`src/rtl/div_pkg.sv`:
```
// Shared types and default sizing for the divide/sqrt sequencer and its rounding units.
package div_pkg;

    localparam int DEF_WIDTH = 28;
    localparam int DEF_ULP   = 4;

    typedef enum logic [2:0] {
        IDLE = 3'd0,
        ITER = 3'd1,
        REM  = 3'd2,
        RND  = 3'd3,
        DONE = 3'd4
    } state_t;

    typedef enum logic {
        RM_NE = 1'b0,
        RM_Z  = 1'b1
    } rmode_t;

endpackage

```
`src/rtl/round_ne.sv`:
```
// Round-to-nearest-even unit: bumps the raw quotient by half a ULP when the
// guard bit is set and the true remainder is strictly positive.
module round_ne
    import div_pkg::*;
#(
    parameter int WIDTH = DEF_WIDTH,
    parameter int ULP   = DEF_ULP
) (
    input  logic [WIDTH-1:0] q,
    input  logic             pos,
    output logic [WIDTH-1:0] y
);

    localparam logic [WIDTH-1:0] ONE  = {{(WIDTH-1){1'b0}}, 1'b1};
    localparam logic [WIDTH-1:0] HALF = ONE << (ULP - 1);
    localparam logic [WIDTH-1:0] MASK = ~((ONE << ULP) - ONE);

    // Round up by half a ULP or truncate the guard bits.
    always_comb begin
        y = q & MASK;
        if (q[ULP-1] & pos) begin
            y = q + HALF;
        end else begin
            y = q & MASK;
        end
    end

endmodule

```
`src/rtl/round_z.sv`:
```
// Round-toward-zero unit: steps the raw quotient down by half a ULP when the
// guard bit is clear and the true remainder is negative.
module round_z
    import div_pkg::*;
#(
    parameter int WIDTH = DEF_WIDTH,
    parameter int ULP   = DEF_ULP
) (
    input  logic [WIDTH-1:0] q,
    input  logic             neg,
    output logic [WIDTH-1:0] y
);

    localparam logic [WIDTH-1:0] ONE  = {{(WIDTH-1){1'b0}}, 1'b1};
    localparam logic [WIDTH-1:0] HALF = ONE << (ULP - 1);
    localparam logic [WIDTH-1:0] MASK = ~((ONE << ULP) - ONE);

    // Correct an overestimated quotient downward or truncate the guard bits.
    always_comb begin
        y = q & MASK;
        if (~q[ULP-1] & neg) begin
            y = q - HALF;
        end else begin
            y = q & MASK;
        end
    end

endmodule

```
`src/rtl/div_round_seq.sv`:
```
// Sequencer for the iterative divide/sqrt datapath: load, iterate, remainder,
// round with the mode latched at issue, then hold the result for the consumer.
module div_round_seq
    import div_pkg::*;
#(
    parameter int WIDTH = DEF_WIDTH,
    parameter int ULP   = DEF_ULP,
    parameter int ITERS = 4,
    parameter int CNT_W = $clog2(ITERS + 1)
) (
    input  logic             clk,
    input  logic             reset,
    input  logic             start_valid,
    output logic             start_ready,
    input  logic             rm,
    output logic             ld_op,
    output logic             iter_en,
    output logic [CNT_W-1:0] iter_cnt,
    output logic             rem_en,
    input  logic [WIDTH-1:0] q_in,
    input  logic             rem_sign,
    input  logic             rem_zero,
    output logic             out_valid,
    input  logic             out_ready,
    output logic [WIDTH-1:0] y
);

    localparam logic [CNT_W-1:0] LAST = CNT_W'(ITERS - 1);
    localparam logic [CNT_W-1:0] CNT1 = CNT_W'(1);

    state_t           state;
    state_t           state_nxt;
    rmode_t           rm_lat;
    logic [CNT_W-1:0] cnt;
    logic [WIDTH-1:0] y_ne;
    logic [WIDTH-1:0] y_z;
    logic [WIDTH-1:0] y_rnd;
    logic             pos;
    logic             neg;

    assign pos      = ~rem_sign & ~rem_zero;
    assign neg      = rem_sign;
    assign iter_cnt = cnt;

    round_ne #(.WIDTH(WIDTH), .ULP(ULP)) u_round_ne (
        .q   (q_in),
        .pos (pos),
        .y   (y_ne)
    );

    round_z #(.WIDTH(WIDTH), .ULP(ULP)) u_round_z (
        .q   (q_in),
        .neg (neg),
        .y   (y_z)
    );

    assign y_rnd = (rm_lat == RM_Z) ? y_z : y_ne;

    // Next-state and handshake/enable decode; accept in DONE chains straight into ITER.
    always_comb begin
        state_nxt   = state;
        start_ready = 1'b0;
        ld_op       = 1'b0;
        iter_en     = 1'b0;
        rem_en      = 1'b0;
        out_valid   = 1'b0;
        case (state)
            IDLE: begin
                start_ready = 1'b1;
                if (start_valid) begin
                    ld_op     = 1'b1;
                    state_nxt = ITER;
                end else begin
                    state_nxt = IDLE;
                end
            end
            ITER: begin
                iter_en = 1'b1;
                if (cnt == LAST) begin
                    state_nxt = REM;
                end else begin
                    state_nxt = ITER;
                end
            end
            REM: begin
                rem_en    = 1'b1;
                state_nxt = RND;
            end
            RND: begin
                state_nxt = DONE;
            end
            DONE: begin
                out_valid   = 1'b1;
                start_ready = out_ready;
                if (out_ready & start_valid) begin
                    ld_op     = 1'b1;
                    state_nxt = ITER;
                end else if (out_ready) begin
                    state_nxt = IDLE;
                end else begin
                    state_nxt = DONE;
                end
            end
            default: begin
                state_nxt = IDLE;
            end
        endcase
    end

    // State, iteration counter, latched rounding mode and result register.
    always_ff @(posedge clk) begin
        if (reset) begin
            state  <= IDLE;
            cnt    <= {CNT_W{1'b0}};
            rm_lat <= RM_NE;
            y      <= {WIDTH{1'b0}};
        end else begin
            state <= state_nxt;
            if (state == ITER) begin
                cnt <= (cnt == LAST) ? {CNT_W{1'b0}} : cnt + CNT1;
            end else begin
                cnt <= cnt;
            end
            if (ld_op) begin
                rm_lat <= rmode_t'(rm);
            end else begin
                rm_lat <= rm_lat;
            end
            if (state == RND) begin
                y <= y_rnd;
            end else begin
                y <= y;
            end
        end
    end

endmodule
```
`config.mk`:
```
export PLATFORM = sky130hd
export DESIGN_NAME = div_round_seq
export DESIGN_NICKNAME = d
export VERILOG_FILES = /design/src/rtl/div_pkg.sv /design/src/rtl/round_ne.sv /design/src/rtl/round_z.sv /design/src/rtl/div_round_seq.sv
export SDC_FILE = /design/constraint.sdc
export NUM_CORES = 1
export LEC_CHECK = 0
export ABC_AREA = 1
export BUFFER_PORTS_ARGS = -buffer_cell sky130_fd_sc_hd__buf_2
export CAP_MARGIN = 25
export CORE_MARGIN = 2
export CORE_UTILIZATION = 30
export CTS_CLUSTER_DIAMETER = 200
export DETAILED_ROUTE_END_ITERATION = 8
export HOLD_SLACK_MARGIN = 0.03
export SLEW_MARGIN = 20
export SYNTH_ARGS = -nofsm -noshare
export SYNTH_HDL_FRONTEND = slang
export SYNTH_HIERARCHICAL = 1
export SYNTH_SLANG_ARGS = --single-unit
```
`constraint.sdc`:
```
create_clock -name clk -period 2.1 [get_ports clk]
set_input_delay 0.42 -clock clk [delete_from_list [all_inputs] [get_ports clk]]
set_output_delay 0.42 -clock clk [all_outputs]
set_load 0.02 [all_outputs]
```
==> impl_summary.log, run 1 <==
[metrics] sink count of the clock tree: 35
[metrics] share of the core filled with cells: 35.8%
[metrics] power per cell area: 407 mW/mm^2
[metrics] Setup Total Neg Slack: 0 ps
[metrics] count of H-tree levels built during CTS: 2
[metrics] mean area per synthesized cell: 5.84 um^2
[metrics] Tcrit/Tclk final: 88.0%
[metrics] detailed router's first-iteration violation count: 230
[metrics] remaining number of nets flagged by the antenna check after routing: 0
[metrics] worst path setup slack after routing: 253 ps
[metrics] cells resized by post-CTS repair: 0
[metrics] sequential cell area fraction in the yosys report: 21.3%
[metrics] Horiz. Die Dim: 109 um
[metrics] number of warning messages in the yosys log: 6
[metrics] Placement Cell Area: 0.00376 mm^2
[metrics] global-route wire length before repair: 15.0 mm
[metrics] setup repair after global routing missed its margin: no
[metrics] minimum period implied by the final worst setup slack: 1850 ps
[metrics] skew final: 6.46 ps
[metrics] # Post-CTS Setup Buffers: 0
[metrics] fraction of final layout cells with drive strength greater than 1: 19.8%
[metrics] clock-pin slew of the registers on the worst-case setup and hold paths: 70 ps
[metrics] Gate Count Post-Synth: 562
[metrics] Final Wtd Congestion: 0.877
[metrics] vias per std cell: 4.67
[metrics] maximum clock rate: 541 MHz
[metrics] post-layout power: 1.57 mW
[metrics] outcome: finished, final reports clean
[metrics] die footprint: 0.0118 mm^2
[metrics] kind of end point of the critical path: primary output
[metrics] initial core utilization: 30.6%
[metrics] critical path fanouts, max: 13
[metrics] CTS Buf Count: 5
[metrics] number of antenna violations at the first check in global routing: 0
[metrics] worst-case setup slack after placement: 87.2 ps
[metrics] number of iterations in the first detailed-routing pass: 5
[metrics] hold-fix buffer count after cts: 0
[metrics] half-perimeter wire length of the detailed placement result: 7.44 mm
[metrics] commonest non-fill, non-tap cell in the layout: sky130_fd_sc_hd__nand2_1
[metrics] Bufs on Longest Clock Path: 2
[metrics] number of global-route vias before repair: 3135
[metrics] number of register bits inferred by synthesis: 35
[metrics] final hold vios: 0
[metrics] Fin Hold WS: 350 ps
[metrics] library cell used as clock root buffer: sky130_fd_sc_hd__clkbuf_8
[metrics] Detailed Route WL: 9.40 mm
[metrics] clock latency reported for the late side of the worst-skew pair: 290 ps
[metrics] Post-route DRC: 0
[metrics] maximum number of pins on one net before global-route repair: 31
[metrics] placeable core area: 0.0107 mm^2
[metrics] placed instance count: 759
[metrics] count of buffers inserted at the top-level ports: 70
[metrics] Min-Delay Path Class: in -> reg
[metrics] max-cap violations: 0
[metrics] worst vdd rail ir drop: 0.282 mV
[metrics] number of ports placed on the die boundary: 71
[metrics] worst endpoint required time: 1680 ps
[metrics] critical path startpoint category: register
[metrics] synthesized cell area: 0.00328 mm^2
[metrics] Worst Setup Path Type: reg -> out
[metrics] Overall Global Routing Usage: 15.9%
[metrics] CTS tree: done
[metrics] final setup violation count: 0
[metrics] DR vias: 3579
[metrics] design area: 0.00384 mm^2
[metrics] Syn Nets: 600
[metrics] Pleak: 2.00 nW
[metrics] Final Non-Filler Cells: 767
[metrics] GRT overflow: 0
[metrics] routed length per placed instance: 12.3 um
[metrics] fin nets: 664
[metrics] signal arrival time at the worst endpoint: 1430 ps
[metrics] max-slew violation total from the final report: 0
[metrics] number of distinct library cells after synthesis: 34
[metrics] worst-case register-to-register setup slack: 500 ps
[metrics] commonest non-fill, non-tap cells in the layout: sky130_fd_sc_hd__nand2_1 (183), sky130_fd_sc_hd__nor2_1 (77), sky130_fd_sc_hd__buf_2 (70)
[metrics] height of the die: 109 um
[metrics] n_diodes: 0
[metrics] row count: 38
[metrics] layout overhead on the synthesized area: 17.1%
-- critical path: stages (launching register included) --
cell                      delay (ps)
sky130_fd_sc_hd__dfxtp_1         610
sky130_fd_sc_hd__nor2_1          130
sky130_fd_sc_hd__nand3_1         190
sky130_fd_sc_hd__inv_1            50
sky130_fd_sc_hd__buf_2           150
-- cells by family (layout without fill, tap and decap cells) --
group                    count (synthesis)  count (layout)  share of synthesized area [%]
adder cells (fa/ha/maj)                  3               3                           1.14
XOR/XNOR                                26              26                           7.16
AND/OR/NAND/NOR                        340             340                           48.6
buffers and inverters                   88             153                           10.9
flip-flops                              35              35                           21.3
AO/OA/AOI/OAI                           68              68                           10.4
other                                    1               1                          0.114
multiplexers                             1               1                          0.343
-- Yosys cell counts --
library cell / instances / area share, %
sky130_fd_sc_hd__nand2_1: 183 / 21
sky130_fd_sc_hd__nor2_1: 77 / 8.8
sky130_fd_sc_hd__inv_1: 64 / 7.3
sky130_fd_sc_hd__a21oi_1: 35 / 5.3
sky130_fd_sc_hd__dfxtp_1: 35 / 21
sky130_fd_sc_hd__nand3_1: 24 / 3.7
sky130_fd_sc_hd__o21ai_0: 19 / 2.9
sky130_fd_sc_hd__xor2_1: 17 / 4.5
sky130_fd_sc_hd__o21ai_1: 13 / 2.0
sky130_fd_sc_hd__nor2_2: 10 / 1.9
sky130_fd_sc_hd__buf_2: 9 / 1.4
sky130_fd_sc_hd__nand4_1: 9 / 1.7
sky130_fd_sc_hd__xnor2_1: 8 / 2.1
sky130_fd_sc_hd__clkbuf_1: 7 / 0.80
sky130_fd_sc_hd__nand3b_1: 7 / 1.6
sky130_fd_sc_hd__nor2_4: 7 / 2.4
sky130_fd_sc_hd__nor3_1: 5 / 0.76
sky130_fd_sc_hd__nand2_2: 4 / 0.76
sky130_fd_sc_hd__nand3_4: 4 / 2.1
sky130_fd_sc_hd__ha_1: 3 / 1.1
sky130_fd_sc_hd__inv_2: 3 / 0.34
sky130_fd_sc_hd__nor2_8: 3 / 1.8
sky130_fd_sc_hd__buf_4: 2 / 0.46
sky130_fd_sc_hd__nand2_4: 2 / 0.69
sky130_fd_sc_hd__nand3_2: 2 / 0.61
sky130_fd_sc_hd__nor3_2: 2 / 0.61
sky130_fd_sc_hd__a31oi_1: 1 / 0.19
sky130_fd_sc_hd__and2_1: 1 / 0.19
sky130_fd_sc_hd__buf_1: 1 / 0.11
sky130_fd_sc_hd__buf_6: 1 / 0.34
sky130_fd_sc_hd__clkinv_2: 1 / 0.15
sky130_fd_sc_hd__conb_1: 1 / 0.11
sky130_fd_sc_hd__mux2_2: 1 / 0.34
sky130_fd_sc_hd__xor2_2: 1 / 0.50
-- where the power goes --
part	total (mW)	internal (mW)	switching [mW]
clock network	0.474	0.231	0.242
logic	0.417	0.131	0.286
registers	0.675	0.671	0.00479
total	1.57	1.03	0.534
-- sequential cells by signal (all words and copies together) (netlist names) --
signal and count:
iter_cnt 3, rm_lat 1, state 3, y 28
-- layout make-up --
cell class / count / area (um^2)
inverters: 68 / 256
clock buffers: 6 / 72.6
multi-input cells: 439 / 2220
fillers: 1209 / 6900
repair buffers: 77 / 403
well taps: 140 / 175
clock inverters: 2 / 12.5
flip-flops and latches: 35 / 701
-- layer usage --
layer | routed length [um] | vias to the layer above | global-route usage [%]
li1 | - | 1868 | -
met1 | 4320 | 1585 | 21.2
met2 | 4330 | 115 | 26.1
met3 | 616 | 11 | 2.69
met4 | 139 | 0 | 5.04
met5 | 0 | - | 0
-- final timing paths --
| check | to | from | cells after the start |
|---|---|---|---|
| worst min register to register | y[17]$_SDFFE_PP0P_ | y[17]$_SDFFE_PP0P_ | 2 |
| worst max register to register | y[26]$_SDFFE_PP0P_ | state[1]$_SDFF_PP0_ | 4 |
| worst min-delay path | iter_cnt[1]$_SDFFE_PP0P_ | reset | 2 |
| worst max-delay path | ld_op | state[1]$_SDFF_PP0_ | 4 |
(Power assumes the default switching activity.)
==> inputs of run 2 (changes only) <==
--- a/config.mk
+++ b/config.mk
@@ -9,7 +9,7 @@
 export BUFFER_PORTS_ARGS = -buffer_cell sky130_fd_sc_hd__buf_2
 export CAP_MARGIN = 25
 export CORE_MARGIN = 2
-export CORE_UTILIZATION = 30
+export CORE_UTILIZATION = 40
 export CTS_CLUSTER_DIAMETER = 200
 export DETAILED_ROUTE_END_ITERATION = 8
 export HOLD_SLACK_MARGIN = 0.03
==> impl_summary.log, run 2 (synthesis gave the netlist of run 1 again) <==
[metrics] row count: 33 (was 38)
[metrics] commonest non-fill, non-tap cell in the layout: sky130_fd_sc_hd__nand2_1 (unchanged)
[metrics] max-cap violations: 0 (unchanged)
[metrics] part of the power in the clock network: 29.8% (was 30.3%)
[metrics] Gate power share: 27.0% (was 26.6%)
[metrics] hold-fix buffer count after cts: 0 (unchanged)
[metrics] fraction of final layout cells with drive strength greater than 1: 20.0% (was 19.8%)
[metrics] detailed router's first-iteration violation count: 192 (was 230)
[metrics] WHS Path Cells: 2 (unchanged)
[metrics] Hold Crit Start: reset (unchanged)
[metrics] routed length per placed instance: 12.5 um (was 12.3 um)
[metrics] maximum clock rate: 547 MHz (was 541 MHz)
[metrics] # Post-CTS Setup Buffers: 0 (unchanged)
[metrics] source of the worst register-to-register timing path: state[1]$_SDFF_PP0_ (unchanged)
[metrics] placeable core area: 0.00809 mm^2 (was 0.0107 mm^2)
[metrics] Placement Cell Area: 0.00373 mm^2 (was 0.00376 mm^2)
[metrics] clock latency reported for the late side of the worst-skew pair: 280 ps (was 290 ps)
[metrics] fin nets: 666 (was 664)
[metrics] Horiz. Die Dim: 94.6 um (was 109 um)
[metrics] net switching component of the power: 526 uW (was 534 uW)
[metrics] CTS tree: done (unchanged)
[metrics] number of iterations in the first detailed-routing pass: 5 (unchanged)
[metrics] Top reg by flops: y (unchanged)
[metrics] Detailed Route WL: 9.16 mm (was 9.40 mm)
[metrics] skew final: 7.67 ps (was 6.46 ps)
[metrics] GRT overflow: 0 (unchanged)
[metrics] Post-route DRC: 0 (unchanged)
[metrics] library cell used as clock root buffer: sky130_fd_sc_hd__clkbuf_8 (unchanged)
[metrics] count of buffers inserted at the top-level ports: 70 (unchanged)
[metrics] height of the die: 94.6 um (was 109 um)
[metrics] commonest non-fill, non-tap cells in the layout: sky130_fd_sc_hd__nand2_1 (183), sky130_fd_sc_hd__nor2_1 (77), sky130_fd_sc_hd__buf_2 (70) (unchanged)
[metrics] n_diodes: 0 (unchanged)
[metrics] Register-to-Register Path Depth: 5 (was 4)
[metrics] max-slew violation total from the final report: 0 (unchanged)
[metrics] number of antenna violations at the first check in global routing: 0 (unchanged)
[metrics] Worst setup startpoint: state[1]$_SDFF_PP0_ (unchanged)
[metrics] net switching fraction of the power: 33.6% (was 34.1%)
[metrics] remaining number of nets flagged by the antenna check after routing: 0 (unchanged)
[metrics] layout overhead on the synthesized area: 16.2% (was 17.1%)
[metrics] CTS Buf Count: 5 (unchanged)
[metrics] part of the power in registers: 43.2% (was 43.1%)
[metrics] worst path setup slack after routing: 272 ps (was 253 ps)
[metrics] critical path fanouts, max: 13 (unchanged)
[metrics] final hold vios: 0 (unchanged)
[metrics] final setup violation count: 0 (unchanged)
[metrics] half-perimeter wire length of the detailed placement result: 7.23 mm (was 7.44 mm)
[metrics] maximum number of pins on one net before global-route repair: 30 (was 31)
[metrics] vias per std cell: 4.79 (was 4.67)
[metrics] sink count of the clock tree: 35 (unchanged)
[metrics] global-route wire length before repair: 15.3 mm (was 15.0 mm)
[metrics] Bufs on Longest Clock Path: 2 (unchanged)
[metrics] setup repair after global routing missed its margin: no (unchanged)
[metrics] power per cell area: 410 mW/mm^2 (was 407 mW/mm^2)
[metrics] count of H-tree levels built during CTS: 2 (unchanged)
[metrics] cells resized by post-CTS repair: 0 (unchanged)
[metrics] worst-case setup slack after placement: 84.0 ps (was 87.2 ps)
[metrics] worst endpoint required time: 1680 ps (about the same)
[metrics] signal arrival time at the worst endpoint: 1410 ps (was 1430 ps)
[metrics] initial core utilization: 40.6% (was 30.6%)
[metrics] DR vias: 3518 (was 3579)
[metrics] worst vdd rail ir drop: 0.206 mV (was 0.282 mV)
[metrics] critical path startpoint category: register (unchanged)
[metrics] clock-pin slew of the registers on the worst-case setup and hold paths: 70 ps (about the same)
[metrics] share of the core filled with cells: 47.2% (was 35.8%)
[metrics] outcome: finished, final reports clean (unchanged)
[metrics] Final Wtd Congestion: 0.868 (was 0.877)
[metrics] internal power of the cells: 1.04 mW (was 1.03 mW)
[metrics] minimum period implied by the final worst setup slack: 1830 ps (was 1850 ps)
[metrics] die footprint: 0.00895 mm^2 (was 0.0118 mm^2)
[metrics] Pleak: 2.01 nW (was 2.00 nW)
[metrics] Overall Global Routing Usage: 21.2% (was 15.9%)
[metrics] number of ports placed on the die boundary: 71 (unchanged)
[metrics] number of global-route vias before repair: 3177 (was 3135)
[metrics] design area: 0.00382 mm^2 (was 0.00384 mm^2)
[metrics] Setup Total Neg Slack: 0 ps (unchanged)
[metrics] kind of end point of the critical path: primary output (unchanged)
[metrics] Worst Setup Path Type: reg -> out (unchanged)
[metrics] Tcrit/Tclk final: 87.0% (was 88.0%)
[metrics] Min-Delay Path Class: in -> reg (unchanged)
[metrics] max FFs per register: 28 (unchanged)
## run 2: final timing paths
path	slack [ps]	to
worst max-delay path	270	ld_op
worst min-delay path	350	state[2]$_SDFF_PP0_
worst max register to register	420	y[10]$_SDFFE_PP0P_
worst min register to register	470	iter_cnt[2]$_SDFFE_PP0P_
## run 2: layout make-up
class / instances / area (um^2)
multi-input combinational: 439 / 2220
clock inverter: 2 / 12.5
timing repair buffer: 79 / 418
clock buffer: 6 / 72.6
tap: 105 / 131
inverter: 68 / 256
fill: 900 / 4280
sequential: 35 / 701
## run 2: routing by layer
| layer | share of wire [%] | track usage (%) | wire [um] | vias up |
|---|---|---|---|---|
| met5 | 0 | 0 | 0 | - |
| li1 | - | - | - | 1872 |
| met3 | 4.5 | 2.08 | 412 | 9 |
| met2 | 44 | 34.0 | 4060 | 106 |
| met4 | 1.1 | 4.83 | 97 | 0 |
| met1 | 50 | 30.6 | 4590 | 1531 |
## run 2: per-stage QoR
stage | hold slack, ps | instances | power, mW
2_1_floorplan | 489 | 562 | 0.954
3_3_place_gp | 456 | 726 | 1.11
3_5_place_dp | 463 | 726 | 1.11
4_1_cts | 345 | 734 | 1.58
5_1_grt | 346 | 734 | 1.66
6_report | 350 | 734 | 1.56
## run 2: power by group through the flow
| stage | Combinational [mW] | Sequential (mW) | Clock, mW |
|---|---|---|---|
| 6_report | 0.422 | 0.675 | 0.466 |
| 5_1_grt | 0.477 | 0.676 | 0.508 |
| 4_1_cts | 0.420 | 0.675 | 0.480 |
| 3_5_place_dp | 0.419 | 0.690 | 0 |
| 3_3_place_gp | 0.416 | 0.690 | 0 |
| 2_1_floorplan | 0.260 | 0.694 | 0 |
## run 2: critical path: stages (launching register included)
cell and delay, ps:
sky130_fd_sc_hd__dfxtp_1 600, sky130_fd_sc_hd__nor2_1 110, sky130_fd_sc_hd__nand3_1 190, sky130_fd_sc_hd__inv_1 60, sky130_fd_sc_hd__buf_2 160
